**src/rtl/tm1638_pkg.sv**
```systemverilog
// ---------------------------------------------------------------------------
// tm1638_pkg
// Shared definitions for the TM1638 frame generator:
//   - framing codes carried in the top two bits of every 18-bit word
//   - word field positions
//   - TM1638 command bytes and frame geometry
//   - frame generator state encoding
//   - make_word helper that packs framing + byte into a word
// ---------------------------------------------------------------------------
package tm1638_pkg;

   localparam int WORD_W      = 18;
   localparam int FRAMING_MSB = 17;
   localparam int FRAMING_LSB = 16;
   localparam int BYTE_MSB    = 7;
   localparam int BYTE_LSB    = 0;

   // Strobe framing seen by the SPI side.
   typedef enum logic [1:0] {
      FR_SINGLE = 2'b00,   // strobe opens and closes around one byte
      FR_FIRST  = 2'b01,   // strobe opens
      FR_MIDDLE = 2'b10,   // strobe stays asserted
      FR_LAST   = 2'b11    // strobe closes after this byte
   } framing_t;

   localparam logic [7:0] CMD_DATA_AUTO = 8'h40;  // write data, auto-increment
   localparam logic [7:0] CMD_ADDR0     = 8'hC0;  // set address 0
   localparam logic [7:0] CMD_DISP      = 8'h80;  // display control base

   // Mode word + address word + 16 data words + control word.
   localparam int FRAME_LEN  = 19;
   localparam int DATA_WORDS = FRAME_LEN - 3;

   typedef enum logic [2:0] {
      ST_IDLE = 3'd0,
      ST_MODE = 3'd1,
      ST_ADDR = 3'd2,
      ST_DATA = 3'd3,
      ST_CTRL = 3'd4
   } state_t;

   function automatic logic [WORD_W-1:0] make_word(input framing_t f, input logic [7:0] b);
      logic [WORD_W-1:0] w;
      w = '0;
      w[FRAMING_MSB:FRAMING_LSB] = f;
      w[BYTE_MSB:BYTE_LSB]       = b;
      return w;
   endfunction

endpackage

```
**src/rtl/tm1638_refresh_timer.sv**
```systemverilog
// ---------------------------------------------------------------------------
// tm1638_refresh_timer
// Free-running counter 0..REFRESH_CYCLES-1; o_Tick is high for the one cycle
// in which the counter sits at its last value, so the consumer sees the tick
// on the edge where the counter wraps.
// Ports:
//   i_Clk    system clock
//   i_Rst_n  asynchronous active-low reset (counter returns to 0)
//   o_Tick   one-cycle refresh request
// ---------------------------------------------------------------------------
module tm1638_refresh_timer #(
   parameter int unsigned REFRESH_CYCLES = 40
) (
   input  logic i_Clk,
   input  logic i_Rst_n,
   output logic o_Tick
);

   localparam int unsigned CW = (REFRESH_CYCLES > 1) ? $clog2(REFRESH_CYCLES) : 1;
   localparam logic [CW-1:0] LAST_COUNT = CW'(REFRESH_CYCLES - 1);

   logic [CW-1:0] r_count;

   always_ff @(posedge i_Clk or negedge i_Rst_n) begin
      if (!i_Rst_n) begin
         r_count <= '0;
      end else if (r_count == LAST_COUNT) begin
         r_count <= '0;
      end else begin
         r_count <= r_count + CW'(1);
      end
   end

   assign o_Tick = (r_count == LAST_COUNT);

endmodule

```
**src/rtl/tm1638_frame_gen.sv**
```systemverilog
// ---------------------------------------------------------------------------
// tm1638_frame_gen
// Snapshots a display image (8 digits, 8 LEDs, brightness, on/off) and emits
// the fixed 19-word TM1638 command sequence into spi_fifo.
// Ports:
//   i_Clk, i_Rst_n        clock, asynchronous active-low reset
//   i_Update              one-cycle frame request
//   i_Digits[63:0]        segment bytes, digit k in [8k+7:8k]
//   i_Leds[7:0]           LED k on when bit k set
//   i_Brightness[2:0]     pulse-width code
//   i_Display_On          display enable
//   i_FIFO_Full           downstream full, blocks word transfer
//   o_Data_Valid          word on o_Data is written this cycle
//   o_Data[17:0]          {framing[1:0], 8'h00, byte[7:0]}
//   o_Busy                frame in progress or pending
//
// Handshake: a word transfers at a posedge where o_Data_Valid is high.
// o_Data_Valid = (state != IDLE) & ~i_FIFO_Full, so the full flag acts as an
// inverted ready. o_Data depends only on registered state, index and
// snapshot, so it holds steady across any number of stalled cycles and every
// state transition (except leaving IDLE) is gated by an actual transfer.
// ---------------------------------------------------------------------------
module tm1638_frame_gen
   import tm1638_pkg::*;
#(
   parameter int unsigned REFRESH_CYCLES = 0
) (
   input  logic                i_Clk,
   input  logic                i_Rst_n,
   input  logic                i_Update,
   input  logic [63:0]         i_Digits,
   input  logic [7:0]          i_Leds,
   input  logic [2:0]          i_Brightness,
   input  logic                i_Display_On,
   input  logic                i_FIFO_Full,
   output logic                o_Data_Valid,
   output logic [WORD_W-1:0]   o_Data,
   output logic                o_Busy
);

   localparam logic [3:0] IDX_LAST = 4'(DATA_WORDS - 1);

   state_t              r_state;
   logic [3:0]          r_idx;
   logic                r_pending;
   logic [63:0]         r_digits;
   logic [7:0]          r_leds;
   logic [2:0]          r_bright;
   logic                r_on;

   state_t              w_state_nxt;
   logic [3:0]          w_idx_nxt;
   logic                w_pending_nxt;
   logic                w_start;
   logic                w_tick;
   logic                w_req;
   logic                w_valid;
   logic [WORD_W-1:0]   w_data;
   logic [7:0]          w_data_byte;

   generate
      if (REFRESH_CYCLES > 0) begin : g_refresh
         tm1638_refresh_timer #(
            .REFRESH_CYCLES (REFRESH_CYCLES)
         ) u_refresh_timer (
            .i_Clk   (i_Clk),
            .i_Rst_n (i_Rst_n),
            .o_Tick  (w_tick)
         );
      end else begin : g_no_refresh
         assign w_tick = 1'b0;
      end
   endgenerate

   // A refresh tick is indistinguishable from a user request.
   assign w_req   = i_Update | w_tick;
   assign w_valid = (r_state != ST_IDLE) & ~i_FIFO_Full;

   // ---------------- state register ----------------
   always_ff @(posedge i_Clk or negedge i_Rst_n) begin
      if (!i_Rst_n) begin
         r_state   <= ST_IDLE;
         r_idx     <= '0;
         r_pending <= 1'b0;
      end else begin
         r_state   <= w_state_nxt;
         r_idx     <= w_idx_nxt;
         r_pending <= w_pending_nxt;
      end
   end

   // Image snapshot, captured only on the edge that leaves IDLE.
   always_ff @(posedge i_Clk or negedge i_Rst_n) begin
      if (!i_Rst_n) begin
         r_digits <= '0;
         r_leds   <= '0;
         r_bright <= '0;
         r_on     <= 1'b0;
      end else if (w_start) begin
         r_digits <= i_Digits;
         r_leds   <= i_Leds;
         r_bright <= i_Brightness;
         r_on     <= i_Display_On;
      end
   end

   // ---------------- next state ----------------
   always_comb begin
      w_state_nxt   = r_state;
      w_idx_nxt     = r_idx;
      // Requests arriving mid-frame (including on the final word) merge
      // into a single pending frame.
      w_pending_nxt = r_pending | w_req;
      w_start       = 1'b0;
      case (r_state)
         ST_IDLE: begin
            if (w_req || r_pending) begin
               w_start       = 1'b1;
               w_state_nxt   = ST_MODE;
               w_idx_nxt     = '0;
               w_pending_nxt = 1'b0;
            end
         end
         ST_MODE: begin
            if (w_valid) w_state_nxt = ST_ADDR;
         end
         ST_ADDR: begin
            if (w_valid) begin
               w_state_nxt = ST_DATA;
               w_idx_nxt   = '0;
            end
         end
         ST_DATA: begin
            if (w_valid) begin
               if (r_idx == IDX_LAST) w_state_nxt = ST_CTRL;
               else                   w_idx_nxt   = r_idx + 4'd1;
            end
         end
         ST_CTRL: begin
            if (w_valid) w_state_nxt = ST_IDLE;
         end
         default: w_state_nxt = ST_IDLE;
      endcase
   end

   // ---------------- word formation ----------------
   // Even display addresses carry a digit byte, odd ones the LED bit.
   always_comb begin
      w_data_byte = 8'h00;
      if (r_idx[0]) w_data_byte = {7'b0, r_leds[r_idx[3:1]]};
      else          w_data_byte = r_digits[{r_idx[3:1], 3'b000} +: 8];
   end

   always_comb begin
      w_data = '0;
      case (r_state)
         ST_MODE: w_data = make_word(FR_SINGLE, CMD_DATA_AUTO);
         ST_ADDR: w_data = make_word(FR_FIRST, CMD_ADDR0);
         ST_DATA: w_data = make_word((r_idx == IDX_LAST) ? FR_LAST : FR_MIDDLE, w_data_byte);
         ST_CTRL: w_data = make_word(FR_SINGLE, CMD_DISP | {4'b0000, r_on, r_bright});
         default: w_data = '0;
      endcase
   end

   assign o_Data_Valid = w_valid;
   assign o_Data       = w_data;
   assign o_Busy       = (r_state != ST_IDLE) | r_pending;

endmodule

```
**config.mk**
```make
export PLATFORM = sky130hd
export DESIGN_NAME = tm1638_frame_gen
export DESIGN_NICKNAME = d
export VERILOG_FILES = /design/src/rtl/tm1638_pkg.sv /design/src/rtl/tm1638_refresh_timer.sv /design/src/rtl/tm1638_frame_gen.sv
export SDC_FILE = /design/constraint.sdc
export NUM_CORES = 1
export LEC_CHECK = 0
export ABC_AREA = 0
export CAP_MARGIN = 5
export CORE_MARGIN = 8
export CORE_UTILIZATION = 60
export CTS_BUF_LIST = sky130_fd_sc_hd__clkbuf_16
export DETAILED_ROUTE_END_ITERATION = 7
export DONT_BUFFER_PORTS = 1
export GPL_ROUTABILITY_DRIVEN = 0
export PLACE_DENSITY = 0.77
export SKIP_LAST_GASP = 1
export SYNTH_ARGS = -nofsm -noshare
export SYNTH_HDL_FRONTEND = slang
export SYNTH_SLANG_ARGS = --single-unit
```
**constraint.sdc**
```tcl
create_clock -name i_Clk -period 2.5 [get_ports i_Clk]
set_input_delay 0.375 -clock i_Clk [delete_from_list [all_inputs] [get_ports i_Clk]]
set_output_delay 0.375 -clock i_Clk [all_outputs]
set_load 0.005 [all_outputs]
```
==> out/qor.csv, run 1 <==
metric,value,unit
WL met2,4.09,mm
area of the multi-input gates,1810,µm²
vias in the first global route,2477,
DRC,0,
HP Start,i_Leds[3],
Clock transition at path regs,0.06,ns
GR Util All Layers,17.8,%
HPWL after DPL,6.02,mm
"area leader, netlist",dfrtp_1,
grt total ovfl,0,
highest routed layer,met5,
via count,2238,
CP Data Arrival Time,1.93,ns
startpoint types,flop,
WP buf/inv,0,
Post-synth ARST share,100,%
top_reg_cell synth,dfrtp_1,
LEAKAGE,1.88,nW
Post-Route Skew,0.00461,ns
drt wl/cell,22.8,µm
Yosys warnings,0,
TritonCTS Buffers,9,
Cell Rows,30,
Layout Nets,358,
combinational share of power,30.6,%
HP Class,input port to flop,
"Max FO, Critical Path",7,
crit-path leading delay family,multiplexers,
synthesis-to-finish area growth,6.96,%
critical path data required time,2.12,ns
Net Sw Power,0.00136,W
largest cells by area after synthesis,"dfrtp_1 51%, mux2_2 11%, mux4_2 9.8%",
PD cells,1060,nW/µm²
Tmin final,2.31,ns
Seq cells post-synth,84,
Inserted Diodes,0,
Die ar.,9770,µm²
final setup vio count,0,
Port Buf Inserts,0,
r2r startpoint,r_state[1],
DR pass1 iterations,4,
IO Pins,100,
Fmax,434,MHz
WS Path Type,flop to output port,
maximum vdd drop,0.610,mV
clk_lat worst skew,0.33,ns
Final period util,92.3,%
# clock sinks,84,
crit-path cells,"mux4_2, mux2i_1, o21ai_0, a21o_1",
Setup Buffers After CTS,0,
post-synthesis sequential area ratio,51.1,%
routed length on met3,651,µm
maxcap violations,0,
WL final,8.26,mm
"most common cell after layout, fill and taps aside",dfrtp_1,
core box area,6720,µm²
Synth top area share,51.1,%
Via-to-Cell Ratio,6.18,
Die X,98.8,µm
Fillers,477,
unrepaired setup endpoints after global routing,no,
"Slew Viols, Final",0,
Cell Int Power,0.00331,W
CTS Buffer Depth,2,
setup ws final,0.193,ns
sequential power share,42.4,%
htree depth,3,
drt initial violations,85,
Root Buffer,clkbuf_16,
antenna-violating nets left,0,
Initial Util,61.3,%
most frequent cells in the layout,"84 x dfrtp_1, 39 x mux2_2, 20 x mux2_4, 20 x mux2_1, 18 x mux4_2",
Die Span Y,98.8,µm
Sw Share,29.2,%
post-route setup TNS,0,ns
layout cells sized above 1,35.1,%
WL met1,3.33,mm
largest net degree at the start of global routing,85,
"slowest stage delay, CP",0.55,ns
Final Non-Filler Cells,362,
Seq. cell area,2100,µm²
CTS tree,done,
status,finished clean,
Synth cell types,37,
initial antenna violation count,2,
Slowest cell on crit path,mux4_2,
DP Worst Slack,0.513,ns
"Hold Violations, Final",0,
Mapped Avg Cell Area,14.9,µm²
placed cells,344,
cell count after synthesis,277,
Worst Setup SP,r_idx[2],
Post-synth EDFFs,0,
"Cell Area, Synth",4120,µm²
part of the power in the clock network,27.0,%
CP endpoint kind,output port,
wire length of the first global-routing pass,13.3,mm
==> final cells by class <==
class                   instances  share of cell area [%]
flip-flops and latches         84                    47.7
multi-input cells             170                    41.0
clock buffers                   9                    5.12
well taps                      80                    2.27
clock inverters                 7                    1.34
repair buffers                  8                    2.16
inverters                       4                   0.341
==> state kept, by name, indices dropped and copies added (netlist names) <==
| register | flops |
|---|---|
| r_digits | 64 |
| r_leds | 8 |
| r_idx | 4 |
| r_bright | 3 |
| r_state | 3 |
| r_on | 1 |
| r_pending | 1 |
==> power groups by stage <==
stage          clock network [W]  logic (W)  registers [W]
6_report                 0.00126    0.00143        0.00198
5_1_grt                  0.00134    0.00155        0.00203
2_1_floorplan                  0    0.00121        0.00187
3_5_place_dp                   0    0.00142        0.00200
3_3_place_gp                   0    0.00139        0.00198
4_1_cts                  0.00129    0.00146        0.00198
==> worst reg2reg max path: stages (launching register included) <==
cell	delay, ns
dfrtp_1	0.49
or3_4	0.44
nor2_4	0.13
buf_12	0.36
mux2_2	0.48
==> synthesized netlist by cell type (2+ instances only) <==
cell,number
inv_1,4
mux2i_1,9
nor2_1,10
mux2_4,20
o21ai_0,8
a21oi_1,2
dfrtp_1,84
mux2_2,39
nand3_1,4
mux2_1,20
buf_4,14
buf_2,5
mux4_2,18
nor3_1,7
buf_8,2
nand2b_1,3
buf_12,2
nand2_1,7
==> cells by family after synthesis <==
group / share of synthesized area, %
and+or+nand+nor: 4.56
other: 0.0911
AOI/OAI and AO/OA: 2.83
buffers and inverters: 5.68
DFF: 51.1
adders and majority gates: 0.304
muxes: 35.5
==> worst paths after layout <==
check,endpoint,depth (start not counted),slack (ns)
setup reg to reg,r_digits[30],4,0.49
max in group asynchronous,r_digits[56],2,1.58
setup / recovery,o_Data[7],4,0.19
hold reg to reg,r_digits[15],1,0.48
hold / removal,r_leds[3],1,0.18
min in group asynchronous,r_digits[0],2,0.61
==> metrics by stage <==
| stage | area (µm²) | util (%) | hold slack [ns] | power [W] |
|---|---|---|---|---|
| 4_1_cts | 4400 | 65.5 | 0.166 | 0.00473 |
| 6_report | 4400 | 65.5 | 0.178 | 0.00467 |
| 3_5_place_dp | 4080 | 60.7 | 0.0827 | 0.00342 |
| 2_1_floorplan | 4140 | - | 0.0794 | 0.00308 |
| 3_3_place_gp | 4080 | 60.7 | 0.0826 | 0.00337 |
| 5_1_grt | 4400 | 65.5 | 0.163 | 0.00493 |
==> per-layer routing <==
layer  global-route usage, %  vias up
li1                        -      999
met3                    7.47       14
met2                    27.8       75
met4                    8.15        4
met1                    20.9     1146
met5                       0        -
==> timing repair <==
item | 4_1_cts | 5_1_grt
hold buffers | 2 | 0
gates resized for setup | 0 | 0
hold endpoints to repair | 84 | 0
Power figures use the tool's default switching activity.
==> run 2: changes to the inputs <==
--- a/config.mk
+++ b/config.mk
@@ -7,6 +7,7 @@
 export LEC_CHECK = 0
 export ABC_AREA = 0
 export CAP_MARGIN = 5
+export CORE_ASPECT_RATIO = 1.4
 export CORE_MARGIN = 8
 export CORE_UTILIZATION = 60
 export CTS_BUF_LIST = sky130_fd_sc_hd__clkbuf_16
==> run 2 against run 1 <==
  * Design area up 0.31%
  * Setup slack gained 0.045 ns
  * Global-route usage up 0.35 points
  * Sequential power about the same
  * Die area grew 0.39%
  * First-iteration DRC count up 31%
  * Non-clock buffer count grew 1
  * Worst hold slack improved by 0.0028 ns
  * Clock power down 3%
  * Clock skew decreased by 0.0020 ns
  * Combinational power hardly changed
==> out/qor.csv, run 2 (synthesized netlist as in run 1, its figures left out) <==
metric,value,unit,change
status,finished clean,,
Power Total,0.00463,W,-0.89%
drt wl/cell,22.2,µm,-2.7%
Via-to-Cell Ratio,5.95,,-3.7%
CP endpoint kind,output port,,
vias in the first global route,2468,,-0.36%
Fmax,442,MHz,+2.0%
Inserted Diodes,0,,unchanged
layout cells sized above 1,34.8,%,-0.35 points
largest net degree at the start of global routing,85,,unchanged
DR pass1 iterations,4,,unchanged
post-layout util,66.8,%,+1.3 points
clk_lat worst skew,0.32,ns,about the same
DP Worst Slack,0.506,ns,-0.00638 ns
Die Span Y,114,µm,+15%
initial antenna violation count,1,,-1
wire length of the first global-routing pass,13.4,mm,+0.78%
CTS Buffer Depth,2,,unchanged
worst rel slew slack,64.4,%,
"Hold Violations, Final",0,,unchanged
Cell Rows,35,,+17%
Setup Buffers After CTS,0,,unchanged
Die X,86.0,µm,-13%
# clock sinks,84,,unchanged
Clock transition at path regs,0.06,ns,about the same
CP Data Arrival Time,1.89,ns,-0.04 ns
antenna-violating nets left,0,,unchanged
"Max FO, Critical Path",8,,+1
critical path data required time,2.12,ns,about the same
drt initial violations,111,,+31%
startpoint types,flop,,
PD cells,1050,nW/µm²,-1.2%
CTS tree,done,,
DRC,0,,unchanged
HP Class,input port to flop,,
Tmin final,2.26,ns,-0.0449 ns
"Slew Viols, Final",0,,unchanged
biggest registers after layout,"r_digits: 64 flops, r_leds: 8 flops, r_idx: 4 flops",,
via count,2226,,-0.54%
core box area,6610,µm²,-1.6%
Layout Nets,359,,+0.28%
maxcap violations,0,,unchanged
Final period util,90.5,%,-1.8 points
WS Path Type,flop to output port,,
Post-Route Skew,0.00264,ns,-0.00197 ns
Root Buffer,clkbuf_16,,
Port Buf Inserts,0,,unchanged
post-route setup TNS,0,ns,unchanged
maximum vdd drop,0.644,mV,+5.7%
pin slew with the least headroom to its limit,0.530,ns,
hold slack,0.181,ns,+0.00282 ns
WL final,8.30,mm,+0.50%
unrepaired setup endpoints after global routing,no,,
Die ar.,9810,µm²,+0.39%
htree depth,3,,unchanged
largest register by flop count,r_digits,,
IO Pins,100,,unchanged
Post-CTS Resized,0,,unchanged
"most common cell after layout, fill and taps aside",dfrtp_1,,
Fillers,460,,-3.6%
LEAKAGE,1.89,nW,+0.56%
HPWL after DPL,6.06,mm,+0.56%
synthesis-to-finish area growth,7.29,%,
TritonCTS Buffers,9,,unchanged
Initial Util,62.3,%,+0.99 points
final setup vio count,0,,unchanged
most frequent cells in the layout,"84 x dfrtp_1, 39 x mux2_2, 20 x mux2_4, 20 x mux2_1, 18 x mux4_2",,
setup ws final,0.238,ns,+0.0449 ns
grt total ovfl,0,,unchanged
number of flip-flops in the largest register,64,,unchanged
GR Util All Layers,18.1,%,+0.35 points
[run 2: cell types whose count changed in the layout (fill, tap and decap cells not counted)]
cell	change
clkinvlp_4	-1
clkinv_2	-1
buf_4	+1
inv_1	+2
clkinv_1	-1
[run 2: final timing paths]
kind	to	cells past startpoint	startpoint	slack, ns
max	o_Data[0]	5	r_idx[1]	0.24
min	r_leds[2]	1	i_Leds[2]	0.18
max reg2reg	r_digits[35]	4	r_state[2]	0.49
min reg2reg	r_leds[4]	1	r_leds[4]	0.48
max in group asynchronous	r_digits[37]	2	i_Rst_n	1.56
min in group asynchronous	r_digits[8]	2	i_Rst_n	0.62
[run 2: stage by stage]
stage | cell area (µm²) | cells
after CTS | 4420 | 374
after global placement | 4100 | 357
after floorplan | 4140 | 284
after detailed placement | 4100 | 357
after global routing | 4420 | 374
final | 4420 | 374
[run 2: metal layers]
layer | up-vias | routed length, µm | track usage [%]
met5 | - | 11 | 0
li1 | 995 | - | -
met3 | 15 | 659 | 6.91
met4 | 2 | 177 | 6.81
met1 | 1131 | 3110 | 20.2
met2 | 83 | 4340 | 30.4
[run 2: area by class of cell]
type / count / area (µm²) / area share [%]
multi-input combinational: 170 / 1810 / 40.9
clock buffer: 9 / 225 / 5.10
inverter: 4 / 15.0 / 0.340
timing repair buffer: 9 / 103 / 2.32
clock inverter: 6 / 50.0 / 1.13
tap: 92 / 115 / 2.61
sequential: 84 / 2100 / 47.6
[run 2: power by group]
group / leakage, nW / switching [W] / internal [W]
Clock: 0.146 / 0.000472 / 0.000751
Sequential: 1.00 / 0.000245 / 0.00172
Combinational: 0.734 / 0.000609 / 0.000833
[run 2: what timing repair did]
item                                    in CTS  in global routing
endpoints found under the setup margin       0                  0
hold buffers                                 2                  0
hold endpoints to repair                    84                  0
[run 2: worst max-delay path, cell delays in order, from the launching register on]
cell	delay, ns
dfrtp_1	0.34
buf_4	0.22
mux4_2	0.52
mux2_2	0.28
nand3_1	0.08
o211ai_1	0.13
